### config.mk
export PLATFORM = sky130hd
export DESIGN_NAME = rx_frame_assembler_flat
export DESIGN_NICKNAME = d
export VERILOG_FILES = /design/src/rtl/rx_frame_assembler_if.sv /design/src/rtl/rx_frame_assembler.sv /design/src/flat_wrapper.sv
export SDC_FILE = /design/constraint.sdc
export NUM_CORES = 1
export LEC_CHECK = 0
export CAP_MARGIN = 20
export CORE_ASPECT_RATIO = 0.7
export CORE_MARGIN = 10
export CORE_UTILIZATION = 51
export DETAILED_ROUTE_END_ITERATION = 10
export GPL_TIMING_DRIVEN = 0
export HOLD_SLACK_MARGIN = 0.15
export PLACE_DENSITY = 0.8
export SLEW_MARGIN = 5
export SYNTH_ARGS = -nofsm -noshare
export SYNTH_HDL_FRONTEND = slang
export SYNTH_SLANG_ARGS = --single-unit
### constraint.sdc
create_clock -name Clk -period 1.85 [get_ports Clk]
set_clock_uncertainty 0.05 [all_clocks]
set_input_delay 0.4625 -clock Clk [delete_from_list [all_inputs] [get_ports Clk]]
set_output_delay 0.4625 -clock Clk [all_outputs]
set_load 0.05 [all_outputs]
### src/rtl/rx_frame_assembler_if.sv
// Receive-side byte stream in, framed operand word out.
// The M parameter must match the M of the rx_frame_assembler that uses this interface.
interface rx_frame_assembler_if #(parameter int M = 8);
  logic [7:0]   RxData;
  logic         RxDone;
  logic         FrameAck;
  logic [M-1:0] FrameData;
  logic         FrameValid;
  logic         FrameErr;
  logic         Overrun;
  logic         Busy;

  modport master (output RxData, RxDone, FrameAck,
                  input  FrameData, FrameValid, FrameErr, Overrun, Busy);
  modport slave  (input  RxData, RxDone, FrameAck,
                  output FrameData, FrameValid, FrameErr, Overrun, Busy);
endinterface

### src/rtl/rx_frame_assembler.sv
// Hunts for a header byte, gathers NB payload bytes LSB-first, verifies an XOR
// checksum byte and holds the resulting M-bit word until it is acknowledged.
module rx_frame_assembler #(
  parameter int          M       = 8,
  parameter logic [7:0]  HDR     = 8'hA5,
  parameter int          TIMEOUT = 40000
) (
  input logic              Clk,
  input logic              Rst_n,
  rx_frame_assembler_if.slave rx
);
  localparam int NB = (M + 7) / 8;
  localparam int SW = NB * 8;
  localparam int IW = $clog2(NB + 1);
  localparam int TW = $clog2(TIMEOUT);

  localparam logic [1:0] IDLE    = 2'd0;
  localparam logic [1:0] PAYLOAD = 2'd1;
  localparam logic [1:0] CHECK   = 2'd2;
  localparam logic [1:0] HOLD    = 2'd3;

  logic [1:0]    state, stateNxt;
  logic [IW-1:0] idx;
  logic [7:0]    acc;
  logic [TW-1:0] timer;
  logic [SW-1:0] shadow;
  logic          inFrame, expire, sumOk, errNxt;

  assign inFrame = (state == PAYLOAD) || (state == CHECK);
  assign expire  = (timer == TW'(TIMEOUT - 1));
  assign sumOk   = (rx.RxData == acc);
  // A byte arriving on the expiry cycle takes priority over the timeout.
  assign errNxt  = (state == CHECK && rx.RxDone && !sumOk) ||
                   (inFrame && !rx.RxDone && expire);

  always_comb begin
    stateNxt = state;
    case (state)
      IDLE:    if (rx.RxDone && rx.RxData == HDR) stateNxt = PAYLOAD;
      PAYLOAD: begin
        if (rx.RxDone) begin
          if (idx == IW'(NB - 1)) stateNxt = CHECK;
        end else if (expire) begin
          stateNxt = IDLE;
        end
      end
      CHECK: begin
        if (rx.RxDone)   stateNxt = sumOk ? HOLD : IDLE;
        else if (expire) stateNxt = IDLE;
      end
      default: if (rx.FrameAck) stateNxt = IDLE;
    endcase
  end

  always_ff @(posedge Clk or negedge Rst_n) begin
    if (!Rst_n) begin
      state         <= IDLE;
      idx           <= '0;
      acc           <= '0;
      timer         <= '0;
      shadow        <= '0;
      rx.FrameData  <= '0;
      rx.FrameValid <= 1'b0;
      rx.FrameErr   <= 1'b0;
      rx.Overrun    <= 1'b0;
      rx.Busy       <= 1'b0;
    end else begin
      state         <= stateNxt;
      rx.FrameValid <= (stateNxt == HOLD);
      rx.Busy       <= (stateNxt == PAYLOAD) || (stateNxt == CHECK);
      rx.FrameErr   <= errNxt;
      rx.Overrun    <= (state == HOLD) && rx.RxDone;

      if (state == IDLE && rx.RxDone && rx.RxData == HDR) begin
        idx   <= '0;
        acc   <= '0;
        timer <= '0;
      end else if (inFrame) begin
        if (rx.RxDone) timer <= '0;
        else if (!expire) timer <= timer + TW'(1);
      end

      if (state == PAYLOAD && rx.RxDone) begin
        // Upper bits of a partial last byte still feed the checksum.
        acc <= acc ^ rx.RxData;
        idx <= idx + IW'(1);
        for (int k = 0; k < NB; k++)
          if (idx == IW'(k)) shadow[8*k +: 8] <= rx.RxData;
      end

      if (state == CHECK && rx.RxDone && sumOk) rx.FrameData <= shadow[M-1:0];
    end
  end
endmodule

### src/flat_wrapper.sv
// flat-port wrapper written by rule: the top's interface ports become plain ports
module rx_frame_assembler_flat 
#(
  parameter int          M       = 8,
  parameter logic [7:0]  HDR     = 8'hA5,
  parameter int          TIMEOUT = 40000
)
  (Clk, Rst_n, rx_RxData, rx_RxDone, rx_FrameAck, rx_FrameData, rx_FrameValid, rx_FrameErr, rx_Overrun, rx_Busy);
  rx_frame_assembler_if #(.M(M)) rx_i ();
  input logic Clk;
  input logic Rst_n;
  input wire logic [$bits(rx_i.RxData)-1:0] rx_RxData;
  input wire logic [$bits(rx_i.RxDone)-1:0] rx_RxDone;
  input wire logic [$bits(rx_i.FrameAck)-1:0] rx_FrameAck;
  output wire logic [$bits(rx_i.FrameData)-1:0] rx_FrameData;
  output wire logic [$bits(rx_i.FrameValid)-1:0] rx_FrameValid;
  output wire logic [$bits(rx_i.FrameErr)-1:0] rx_FrameErr;
  output wire logic [$bits(rx_i.Overrun)-1:0] rx_Overrun;
  output wire logic [$bits(rx_i.Busy)-1:0] rx_Busy;
  assign rx_i.RxData = rx_RxData;
  assign rx_i.RxDone = rx_RxDone;
  assign rx_i.FrameAck = rx_FrameAck;
  assign rx_FrameData = rx_i.FrameData;
  assign rx_FrameValid = rx_i.FrameValid;
  assign rx_FrameErr = rx_i.FrameErr;
  assign rx_Overrun = rx_i.Overrun;
  assign rx_Busy = rx_i.Busy;
  rx_frame_assembler #(.M(M), .HDR(HDR), .TIMEOUT(TIMEOUT)) u_core (.Clk(Clk), .Rst_n(Rst_n), .rx(rx_i));
endmodule
Word-level counts from Yosys, hierarchy flattened
Index checks and enable logic that the tools add are counted.
{"block": "classes", "eq_ne": 10, "muxes": 16, "n_addsub": 2, "bitwise": 2, "n_reduce_logical": 20}
{"operator": "$mux W16", "n": 4}
{"operator": "$add A16 B1 Y16 const B", "n": 1}
{"operator": "$eq A16 B16 Y1 const B", "n": 1}
{"operator": "$mux W8", "n": 2}
{"operator": "$mux W2", "n": 7}
{"operator": "$logic_and A1 B1 Y1", "n": 10}
{"operator": "$eq A2 B2 Y1 const B", "n": 4}
{"operator": "$eq A8 B8 Y1", "n": 1}
{"operator": "$eq A8 B8 Y1 const B", "n": 1}
{"operator": "$xor A8 B8 Y8", "n": 1}
{"operator": "$pmux W2 S3", "n": 1}
{"operator": "$eq A2 B1 Y1 const B", "n": 2}
{"operator": "$reduce_and A2 Y1", "n": 2}
{"operator": "$reduce_bool A2 Y1", "n": 2}
{"operator": "$logic_or A1 B1 Y1", "n": 3}
{"operator": "$ne A3 B3 Y1 const B", "n": 1}
{"operator": "$logic_not A1 Y1", "n": 2}
{"operator": "$logic_not A2 Y1", "n": 1}
{"operator": "$mux W1", "n": 2}
{"operator": "$add A1 B1 Y1 const B", "n": 1}
{"operator": "$not A1 Y1", "n": 1}
{"block": "totals", "reg_bits": 47, "elab_cells": 60}

Depth between registers and ports, before layout
Gate-level depths: netlist of the first run.
{"block": "depth", "depth_word": 6, "depth_mapped": 10}

Least setup slack after synthesis of the first run
Ideal clock, no wire load.
{"block": "synth_timing", "kind": "flip-flop to flip-flop", "startpoint": "reg u_core.timer[0]", "endpoint": "reg u_core.rx.Busy", "t_arrival_ns": 1.801, "setup_ns": 0.126, "stages_incl_launch_ff": 9, "setup_slack_ns": -0.127, "t_required_ns": 1.674, "path_cell_list": "dfrtp_1 > ha_1 > and3_1 > buf_4 > nand3_4 > or3_4 > o22ai_1 > o21ai_0 > ha_1"}
{"block": "synth_via", "elab_chain_cells": 6, "word_cells_on_any_way": 8}
{"element": "start: declaration", "line": "rx_frame_assembler.sv:25", "text": "logic [TW-1:0] timer;"}
{"element": "start signal: assignment", "line": "rx_frame_assembler.sv:80", "text": "else if (!expire) timer <= timer + TW'(1);"}
{"element": "$eq A16 B16 Y1 (*)", "line": "rx_frame_assembler.sv:30", "text": "assign expire = (timer == TW'(TIMEOUT - 1));"}
{"element": "$mux W2 (*)", "line": "rx_frame_assembler.sv:43, rx_frame_assembler.sv:49"}
{"element": "$mux W2, on equally long branches", "line": "rx_frame_assembler.sv:48, rx_frame_assembler.sv:41"}
{"element": "$pmux W2 S3 (*)", "line": "rx_frame_assembler.sv:38", "text": "case (state)"}
{"element": "via u_core.stateNxt[0]", "line": "rx_frame_assembler.sv:22", "text": "logic [1:0] state, stateNxt;"}
{"element": "$eq A2 B1 Y1 or $eq A2 B2 Y1 (tied branches)", "line": "rx_frame_assembler.sv:70", "text": "rx.Busy <= (stateNxt == PAYLOAD) || (stateNxt == CHECK);"}
{"element": "$logic_or A1 B1 Y1 (*)", "line": "rx_frame_assembler.sv:70"}
{"element": "end signal: assignment", "line": "rx_frame_assembler.sv:70"}
{"element": "end: declaration", "line": "rx_frame_assembler_if.sv:16", "text": "output FrameData, FrameValid, FrameErr, Overrun, Busy);"}
The timed path passes the listed nets; every way through them passes the cells marked *.
A chain may end at the register's enable or synchronous reset.

Final worst setup path of the first run
{"block": "layout_timing", "startpoint": "reg u_core.acc[6]", "endpoint": "reg u_core.rx.Busy"}
{"block": "layout_via", "elab_chain_cells": 6, "word_cells_on_any_way": 7}
{"element": "start: declaration", "line": "rx_frame_assembler.sv:24", "text": "logic [7:0] acc;"}
{"element": "start signal: assignment", "line": "rx_frame_assembler.sv:85", "text": "acc <= acc ^ rx.RxData;"}
{"element": "$eq A8 B8 Y1 (*)", "line": "rx_frame_assembler.sv:31", "text": "assign sumOk = (rx.RxData == acc);"}
{"element": "$mux W2 (*) (2 in series)", "line": "rx_frame_assembler.sv:48", "text": "if (rx.RxDone) stateNxt = sumOk ? HOLD : IDLE;"}
{"element": "$pmux W2 S3 (*)", "line": "rx_frame_assembler.sv:38"}
{"element": "$eq A2 B1 Y1 or $eq A2 B2 Y1 (tied branches)", "line": "rx_frame_assembler.sv:70"}
{"element": "$logic_or A1 B1 Y1 (*)", "line": "rx_frame_assembler.sv:70"}
Mark *: on every way between the ends. The rest lies on a longest branch, timed or not.

==> flow_summary.ini, run 1 <==
[outcome]
status = complete, but fails checks
violations = negative setup slack

[timing]
timing.final.ws_setup_ps = -158.1
finalHoldViolCount = 0
worst_pin_slew_ps = 507.5
grt_setup_unrepaired = yes
finalSetupViolCount = 14
fin_crit_ps = 2008
fin_setup_tns_ps = -893.9
holdWs_ps = 393.9
slew_violations = 0
slew-limit-headroom_pct = 66.30
max_freq_mhz = 498.0
period_share_pct = 108.5

[route]
wl_per_cell_um = 18.39
first_pass_iters = 5
drc = 0
ant_nets = 0
vias = 2280
drt_iter0_drc = 171
viasPerCell = 5.907
finalWirelength_mm = 7.098

[pwr]
ir_drop_mv = 0.6746
totalPowerFinal_mw = 3.046
powerDensity_mw_per_mm2 = 870.0
p_leak_nw = 1.659

[setup_path]
cp-start-kind = flop
critPathMaxFanout = 4
end_kind = flop
critPathArrivalTime_ps = 2160
crit_type = flop to flop
cp.required_ps = 2000

[floorplanning]
boundaryPins = 24
core_area_mm2 = 0.004808
die_w_um = 104.4
dieArea_mm2 = 0.008257
initial_core_util_pct = 52.90
chipHeight_um = 79.09
rows = 21

[cts]
cts-root-buf = clkbuf_8
clockBufferDepth = 2
cts_buffers = 5
clk_pin_slew_ps = 90
h-tree-depth = 2
clk_latency_ps = 310
cts_tree = yes
cts_sinks = 47

[logic_synthesis]
synthCells = 253
avgSynthCellArea_um2 = 10.05
ys_types = 47
synth_edf_count = 0
syn_area_mm2 = 0.002544
seq_area_frac_synth_pct = 46.24
synth_warnings = 0
ys_ff_latch = 47
synth_nets = 272
synthFlopType = dfrtp_1
synthArstFlopShare_pct = 100.0

[flow_run]
max_cap_viol_count = 0

[grt]
grt_usage_pct = 16.83
grt_pass1_wl_mm = 11.27
grt_max_degree = 33
globalRoute.totalOverflow = 0
grt_pass1_vias = 2164
antenna_found_initial = 0

[final_layout]
drive_gt1_share_pct = 35.33
regArea_mm2 = 0.001181
layout.nets = 335
final_area_mm2 = 0.003501
fill_cells = 325
final_cells = 386
synthToLayoutAreaGrowth_pct = 37.63
multi_input_area_mm2 = 0.001500
antenna_cells = 0
fin_util_pct = 72.81

[min_path]
min_path_type = primary input to flop

[placed_design]
place_area_mm2 = 0.002898
post-place-ws_ps = -928.1
gp_congestion = 0.9121
dp.cells = 346
io_buffers = 23
place_hpwl_mm = 4.259
==> metal layers <==
layer  vias to the layer above  wire [um]  global-route usage, %  share of wire (%)
met4                         0        145                  6.371                2.0
met2                        94       3305                  25.85                 47
met1                      1129       3158                  23.40                 44
met5                         -          0                      0                  0
met3                        12        489                  2.661                6.9
li1                       1045          -                      -                  -
==> worst paths after layout <==
check                                                   start                                 end  slack [ps]  cells after the start
max                                 u_core.acc[6]$_DFFE_PN0P_            u_core.rx.Busy$_DFF_PN0_        -160                      7
min                                              rx_RxData[3]           u_core.acc[3]$_DFFE_PN0P_         390                      3
max reg2reg                         u_core.acc[6]$_DFFE_PN0P_            u_core.rx.Busy$_DFF_PN0_        -160                      7
min reg2reg                u_core.rx.FrameData[1]$_DFFE_PN0P_  u_core.rx.FrameData[1]$_DFFE_PN0P_         460                      1
max in group asynchronous                               Rst_n           u_core.state[0]$_DFF_PN0_         690                      3
min in group asynchronous                               Rst_n        u_core.shadow[4]$_DFFE_PN0P_         560                      2
==> synth_stat cells (2+ instances only) <==
master    number  share of area (%)
o21ai_0       30                5.9
o22a_1         2               0.69
and2_1         2               0.49
nor4_1         3               0.74
ha_1           7                3.4
and3_1         8                2.0
nor2b_1        3               0.74
buf_2          7                1.4
nor4b_1        3                1.0
xor2_1         8                2.8
mux2i_1        5                2.0
o21ai_1        2               0.39
and4bb_2       2               0.98
nand4_1        7                1.7
inv_1          6               0.89
buf_4          3               0.89
nor2_1        17                2.5
clkbuf_1       3               0.44
nand2_1       26                3.8
and4_1         2               0.69
dfrtp_1       47                 46
mux2_2        16                7.1
nor3_1         6                1.2
nand3_1        3               0.59
o31ai_1        3               0.89
a41oi_2        2                1.3
a21oi_1        9                1.8
and3b_1        2               0.69
==> state kept, by name (all words and copies together) (netlist names) <==
register and flops:
u_core.idx 1, u_core.state 2, u_core.rx.FrameErr 1, u_core.timer 16, u_core.rx.Busy 1, u_core.rx.FrameData 8, u_core.rx.FrameValid 1, u_core.rx.Overrun 1
u_core.acc 8, u_core.shadow 8
==> worst max-delay path: stages (launching register included) <==
cell     delay (ps)
dfrtp_1         410
xor2_1          160
nor4_2          350
and4_1          270
buf_6           150
nor2_4           60
o31ai_4         190
ha_1            270
==> cells in the final DEF, fill, tap and decap left out, types with 2 or more instances in the layout <==
cell type,instances
dfrtp_1,43
nand2_1,25
buf_4,23
o21ai_0,23
nor2_1,16
buf_6,14
dlygate4sd2_1,13
mux2_4,12
a21oi_1,9
xor2_1,8
clkbuf_2,7
and3_1,7
nand4_1,7
clkbuf_8,6
nor3_1,5
mux2i_1,5
o21ai_1,5
o21ai_2,4
inv_1,4
mux2_2,4
dfrtp_2,4
and2_1,3
nor2b_1,3
nor4b_2,3
ha_1,3
buf_12,3
clkbuf_4,2
nor4_2,2
and4_1,2
buf_2,2
and4bb_2,2
and3b_1,2
o31ai_4,2
nand3_1,2
o22a_1,2
ha_2,2
ha_4,2
==> final cells by class <==
cell class                 count  area share [%]
tap                           69           2.466
clock inverter                 2          0.4646
timing repair buffer          57           14.44
inverter                       6          0.7148
buffer                        12           2.966
clock buffer                   6           2.359
sequential                    47           33.74
multi-input combinational    187           42.85
==> kinds of logic (layout without fill, tap and decap cells) <==
family	after synthesis	count (layout)	share of synthesized area (%)
muxes	21	21	9.051
adders and majority gates	7	7	3.443
and+or+nand+nor	94	94	21.05
buffers and inverters	19	83	3.590
DFF	47	47	46.24
xor gates and xnor gates	8	8	2.755
AOI/OAI and AO/OA	57	57	13.87
==> repair_timing <==
item / in CTS / in global routing
setup buffers: 21 / 12
gates cloned: 1 / 0
endpoints found under the setup margin: 58 / 44
endpoints found under the hold margin: 15 / 0
pin swaps: 13 / 24
gates resized for setup: 73 / 49
hold buffers: 1 / 0
==> report_power, final <==
group	total (mW)	internal (mW)	switching, mW
clock	0.679	0.305	0.374
combinational	0.998	0.475	0.523
sequential	1.37	1.22	0.144
total	3.05	2.00	1.04
No activity file was read; power rests on OpenSTA's default activity.
==> run 2, diff against run 1 <==
Settings changed: CORE_ASPECT_RATIO 0.7 to 2.
==> run 2 against run 1 <==
  * The run still ends with negative setup slack left
  * Clock power about the same
  * Combinational power about the same
  * Sequential power about the same
  * Sequential cell count unchanged
  * Cell area decreased by 1.7%
  * Die area increased by 1.5%
  * Global-route usage decreased by 1.1 points
  * First-iteration DRC count increased by 32%
  * Routed wire length increased by 13%
  * Utilization decreased by 2.1 points
  * Register-to-register slack got worse by 20 ps
  * Clock-buffer cell count unchanged
  * Critical endpoint unchanged
  * Largest cell class unchanged
  * Highest routed layer unchanged
==> flow_summary.ini, run 2 (same netlist as run 1, synthesis figures left out) <==
[outcome]
status = complete, but fails checks
violations = negative setup slack

[route]
wl_per_cell_um = 21.03
vias = 2406
viasPerCell = 6.315
finalWirelength_mm = 8.013
drc = 0
drt_iter0_drc = 225
ant_nets = 0
first_pass_iters = 5

[timing]
worst_pin_slew_ps = 505.9
grt_setup_unrepaired = yes
finalHoldViolCount = 0
finalSetupViolCount = 17
period_share_pct = 109.6
fin_crit_ps = 2028
max_freq_mhz = 493.1
slew_violations = 0
timing.final.ws_setup_ps = -178.0
slew-limit-headroom_pct = 66.41

[final_layout]
antenna_cells = 0
largest_reg_flops = 16
final_common_cell = dfrtp_1
drive_gt1_share_pct = 36.73
final_cells = 381
synthToLayoutAreaGrowth_pct = 35.27
most-common-layout-cells = dfrtp_1 (43), buf_4 (30), o21ai_0 (25), nand2_1 (24)
regArea_mm2 = 0.001181
fill_cells = 340
top_register = u_core.timer
multi_input_area_mm2 = 0.001433
layout.nets = 342

[setup_path]
cp.required_ps = 1990
critPathMaxFanout = 5
crit_type = flop to flop
critical_path.top_delay_family = simple AND/OR/NAND/NOR gates
path_cells = ha_2, and3_4, nand3_4, or3_4, o22ai_2, o21ai_2, ha_1
end_kind = flop
cp-start-kind = flop
critPathBufInv = 0
critPathArrivalTime_ps = 2170
slowest_stage = dfrtp_1
crit_path_max_incr_delay_ps = 410

[cts]
clk_latency_ps = 310
cts_tree = yes
clk_pin_slew_ps = 100
cts_sinks = 47
clockBufferDepth = 2
cts_buffers = 5
h-tree-depth = 2
cts-root-buf = clkbuf_8

[floorplanning]
boundaryPins = 24
initial_core_util_pct = 52.29
die_w_um = 69.94
rows = 36
dieArea_mm2 = 0.008384
chipHeight_um = 119.9
core_area_mm2 = 0.004865

[min_path]
min_path_type = primary input to flop

[grt]
globalRoute.totalOverflow = 0
grt_usage_pct = 15.72
grt_max_degree = 36
antenna_found_initial = 0
grt_pass1_wl_mm = 11.15
grt_pass1_vias = 2376

[placed_design]
io_buffers = 23
dp.cells = 334
gp_congestion = 0.9593
place_hpwl_mm = 4.493

[flow_run]
max_cap_viol_count = 0

[pwr]
ir_drop_mv = 0.6692
powerDensity_mw_per_mm2 = 898.9
totalPowerFinal_mw = 3.093
p_leak_nw = 1.642
-- run 2: changes by cell type in the layout (fill, tap and decap cells not counted), moves of 3 or more --
cell / before / now
buf_4: 23 / 30
buf_2: 2 / 5
mux2_4: 12 / 0
mux2_2: 4 / 16
-- run 2: routing by layer --
layer / GRT usage [%] / share of wire (%) / vias to the layer above
met5: 0 / 0 / -
met4: 7.444 / 5.5 / 0
met3: 2.558 / 5.2 / 42
met2: 30.92 / 55 / 123
met1: 14.95 / 34 / 1177
li1: - / - / 1064
-- run 2: final timing paths --
check / startpoint / to / slack, ps / depth (start not counted)
max: u_core.timer[0]$_DFFE_PN0P_ / u_core.rx.Busy$_DFF_PN0_ / -180 / 7
min: rx_RxData[1] / u_core.acc[1]$_DFFE_PN0P_ / 390 / 3
max reg2reg: u_core.timer[0]$_DFFE_PN0P_ / u_core.rx.Busy$_DFF_PN0_ / -180 / 7
min reg2reg: u_core.rx.FrameData[4]$_DFFE_PN0P_ / u_core.rx.FrameData[4]$_DFFE_PN0P_ / 460 / 1
max in group asynchronous: Rst_n / u_core.timer[14]$_DFFE_PN0P_ / 710 / 3
min in group asynchronous: Rst_n / u_core.shadow[2]$_DFFE_PN0P_ / 520 / 2
-- run 2: through the flow --
| step | util [%] | TNS [ps] | hold slack (ps) | setup slack [ps] | instance area (um^2) |
|---|---|---|---|---|---|
| final | 70.73 | -1935 | 393.7 | -178.0 | 3441 |
| after global routing | 70.73 | -3020 | 417.5 | -251.7 | 3441 |
| after CTS | 65.41 | -1376 | 461.1 | -167.6 | 3182 |
| after detailed placement | 59.26 | -25220 | 323.2 | -880.7 | 2883 |
| after global placement | 58.95 | -71730 | 428.7 | -1039 | 2868 |
| after floorplan | - | -79.06 | 116.9 | -79.06 | 2566 |
-- run 2: timing repair --
item                                   CTS  global route
hold buffers                             1             0
resized for setup                       48            60
pin swaps                               13            18
endpoints found under the hold margin   12             0
setup endpoints to repair               58            36
gates cloned                             0             1
setup buffers                           20            20
-- run 2: worst min-delay path: cells and delay by family --
kind | cells | cell delay [ps]
buffers and inverters | 1 | 140
and+or+nand+nor | 1 | 60
AOI/OAI and AO/OA | 1 | 60
-- run 2: cell type report --
| cell class | instances | share of cell area (%) |
|---|---|---|
| tap | 57 | 2.073 |
| multi-input combinational | 187 | 41.64 |
| buffer | 12 | 3.018 |
| timing repair buffer | 64 | 15.42 |
| inverter | 6 | 0.6545 |
| clock buffer | 6 | 2.400 |
| sequential | 47 | 34.33 |
| clock inverter | 2 | 0.4727 |
-- run 2: where the power goes --
group / internal, mW / total [mW] / switching [mW] / leakage, nW
combinational: 0.465 / 1.03 / 0.563 / 0.967
clock: 0.306 / 0.681 / 0.375 / 0.0474
sequential: 1.22 / 1.38 / 0.159 / 0.628
total: 2.00 / 3.09 / 1.10 / 1.64
==> run 3, diff against run 2 <==
Settings changed: ABC_AREA from default to 1, CORE_UTILIZATION 51 to 52, PLACE_DENSITY 0.8 to 0.81.
==> run 3 against run 2 <==
  * Clock power is 3.8% lower
  * Worst setup slack better by 290 ps
  * Sequential cell count stayed put
  * The run now ends clean
  * Critical path depth is 6 lower
==> flow_summary.ini, run 3 <==
[outcome]
status = finished, final reports clean

[cts]
cts_sinks = 47
cts-root-buf = clkbuf_8
h-tree-depth = 2
clockBufferDepth = 2
cts_tree = yes
clk_latency_ps = 320
cts_buffers = 5
clk_pin_slew_ps = 90

[placed_design]
place_hpwl_mm = 4.786
dp.cells = 425
io_buffers = 23
gp_congestion = 0.8712

[floorplanning]
core_area_mm2 = 0.004865
dieArea_mm2 = 0.008434
boundaryPins = 24
rows = 36
chipHeight_um = 120.3
initial_core_util_pct = 53.73
die_w_um = 70.13

[final_layout]
fin_util_pct = 64.40
fill_cells = 447
largest_reg_flops = 16
final_cells = 441
multi_input_area_mm2 = 0.001279
most-common-layout-cells = nand2_1 (116), dfrtp_1 (42), inv_1 (30), o21ai_0 (26), nand3_1 (24)
antenna_cells = 0
regArea_mm2 = 0.001182
layout.nets = 403
top_register = u_core.timer
drive_gt1_share_pct = 16.93
synthToLayoutAreaGrowth_pct = 19.87
final_common_cell = nand2_1

[setup_path]
cp.required_ps = 1340
path_cells = dlygate4sd2_1
end_kind = output port
critPathArrivalTime_ps = 1230
crit_path_max_incr_delay_ps = 540
cp-start-kind = flop
critPathBufInv = 1
r2r_start = u_core.state[0]$_DFF_PN0_
rrSetupSlack_ps = 120
crit_type = flop to output port
ff2ff_path_depth = 10
r2r_end = u_core.timer[4]$_DFFE_PN0P_
critPathMaxFanout = 2
critical_path.top_delay_family = buffers and inverters
slowest_stage = dlygate4sd2_1

[pwr]
totalPowerFinal_mw = 3.601
ir_drop_mv = 1.192
powerDensity_mw_per_mm2 = 1149
p_leak_nw = 1.610

[route]
viasPerCell = 5.472
drt_iter0_drc = 210
drc = 0
vias = 2413
first_pass_iters = 4
finalWirelength_mm = 6.405
wl_per_cell_um = 14.52
ant_nets = 0

[grt]
globalRouteMet3Util_pct = 3.522
grt_pass1_wl_mm = 10.57
globalRoute.totalOverflow = 0
grt_usage_pct = 15.29
grt_use_met2_pct = 28.64
antenna_found_initial = 0
grt-busiest-layer = met2
use_met1_pct = 13.23
grt_pass1_vias = 2425
grt_max_degree = 37

[logic_synthesis]
synthFlopType = dfrtp_1
synthTopCellsByArea = dfrtp_1 (45%), nand2_1 (17%), inv_1 (5.2%)
synth_nets = 363
ys_types = 27
synthArstFlopShare_pct = 100.0
ys_ff_latch = 47
synthCells = 344
syn_area_mm2 = 0.002614
seq_area_frac_synth_pct = 45.00
netlist.top_cell.by_area = dfrtp_1
yosysMostFrequentCell = nand2_1
yosys-top-cells-count = nand2_1 (118), dfrtp_1 (47), inv_1 (36), o21ai_0 (26), nand3_1 (24)
synth_edf_count = 0
yosysTopAreaCellShare_pct = 45.00
synth_warnings = 0
avgSynthCellArea_um2 = 7.598

[timing]
slew_violations = 0
grt_setup_unrepaired = yes
slew-limit-headroom_pct = 63.07
max_freq_mhz = 574.7
period_share_pct = 94.05
finalSetupViolCount = 0
worst_pin_slew_ps = 549.7
fin_crit_ps = 1740
finalHoldViolCount = 0

[min_path]
hold_start = rx_RxData[6]
holdPathEnd = u_core.shadow[6]$_DFFE_PN0P_
whs_path_depth = 3
min_path_type = primary input to flop

[flow_run]
max_cap_viol_count = 0
-- run 3: changes by cell type after synthesis, sizes merged, moves of 4 or more --
cell    delta
nor2       +7
mux2i      -5
mux2      -16
inv       +34
nand3     +22
buf        -5
o21bai     +4
and3       -8
o22ai      +7
nand2     +98
a21oi      -7
-- run 3: worst max-delay path by stage --
stage | slack, ps | startpoint | depth (start not counted) | end
after floorplan | 140 | u_core.timer[0]$_DFFE_PN0P_ | 11 | u_core.rx.Busy$_DFF_PN0_
after global placement | -1100 | Rst_n | 1 | u_core.acc[4]$_DFFE_PN0P_
after detailed placement | -580 | rx_RxData[4] | 14 | u_core.rx.Busy$_DFF_PN0_
after CTS | -110 | rx_RxData[2] | 14 | u_core.rx.Busy$_DFF_PN0_
after global routing | -4 | u_core.timer[4]$_DFFE_PN0P_ | 12 | u_core.rx.Busy$_DFF_PN0_
final | 110 | u_core.rx.FrameData[0]$_DFFE_PN0P_ | 1 | rx_FrameData[0]
-- run 3: through the flow --
step	setup slack, ps	instance area [um^2]	TNS, ps	hold slack, ps
after global placement	-1096	2915	-62880	408.0
after CTS	-107.5	3039	-107.5	431.8
after global routing	-3.869	3133	-3.869	420.7
after detailed placement	-583.3	2930	-11940	322.6
after floorplan	140.2	2614	0	116.9
final	110.0	3133	0	413.8
-- run 3: logic make-up (layout without fill, tap and decap cells) --
logic type,after synthesis,count (layout),share of synthesized area (%)
and+or+nand+nor,191,191,31.55
AOI/OAI and AO/OA,47,47,10.63
DFF,47,47,45.00
buffers and inverters,47,87,7.803
adders and majority gates,7,7,3.351
xor gates and xnor gates,5,5,1.675
-- run 3: what timing repair did --
item | 4_1_cts | 5_1_grt
hold buffers | 1 | 0
pin swaps | 0 | 2
endpoints found under the hold margin | 11 | 0
setup endpoints to repair | 20 | 41
setup buffers | 2 | 6
resized for setup | 23 | 24
-- run 3: layout make-up --
type	count	share of cell area, %
flip-flops and latches	47	37.74
plain buffers	7	1.997
inverters	40	4.792
well taps	57	2.276
clock inverters	1	0.1597
clock buffers	6	2.636
repair buffers	33	9.585
multi-input cells	250	40.81
-- run 3: power by group --
part,switching [mW],internal [mW],total (mW)
clock,0.361,0.294,0.655
sequential,0.179,1.29,1.47
combinational,0.940,0.537,1.48
-- run 3: routing by layer --
metal / part of all wire, % / wire [um]
met5: 0 / 0
met4: 5.2 / 330
met3: 3.9 / 251
met2: 56 / 3562
met1: 35 / 2260
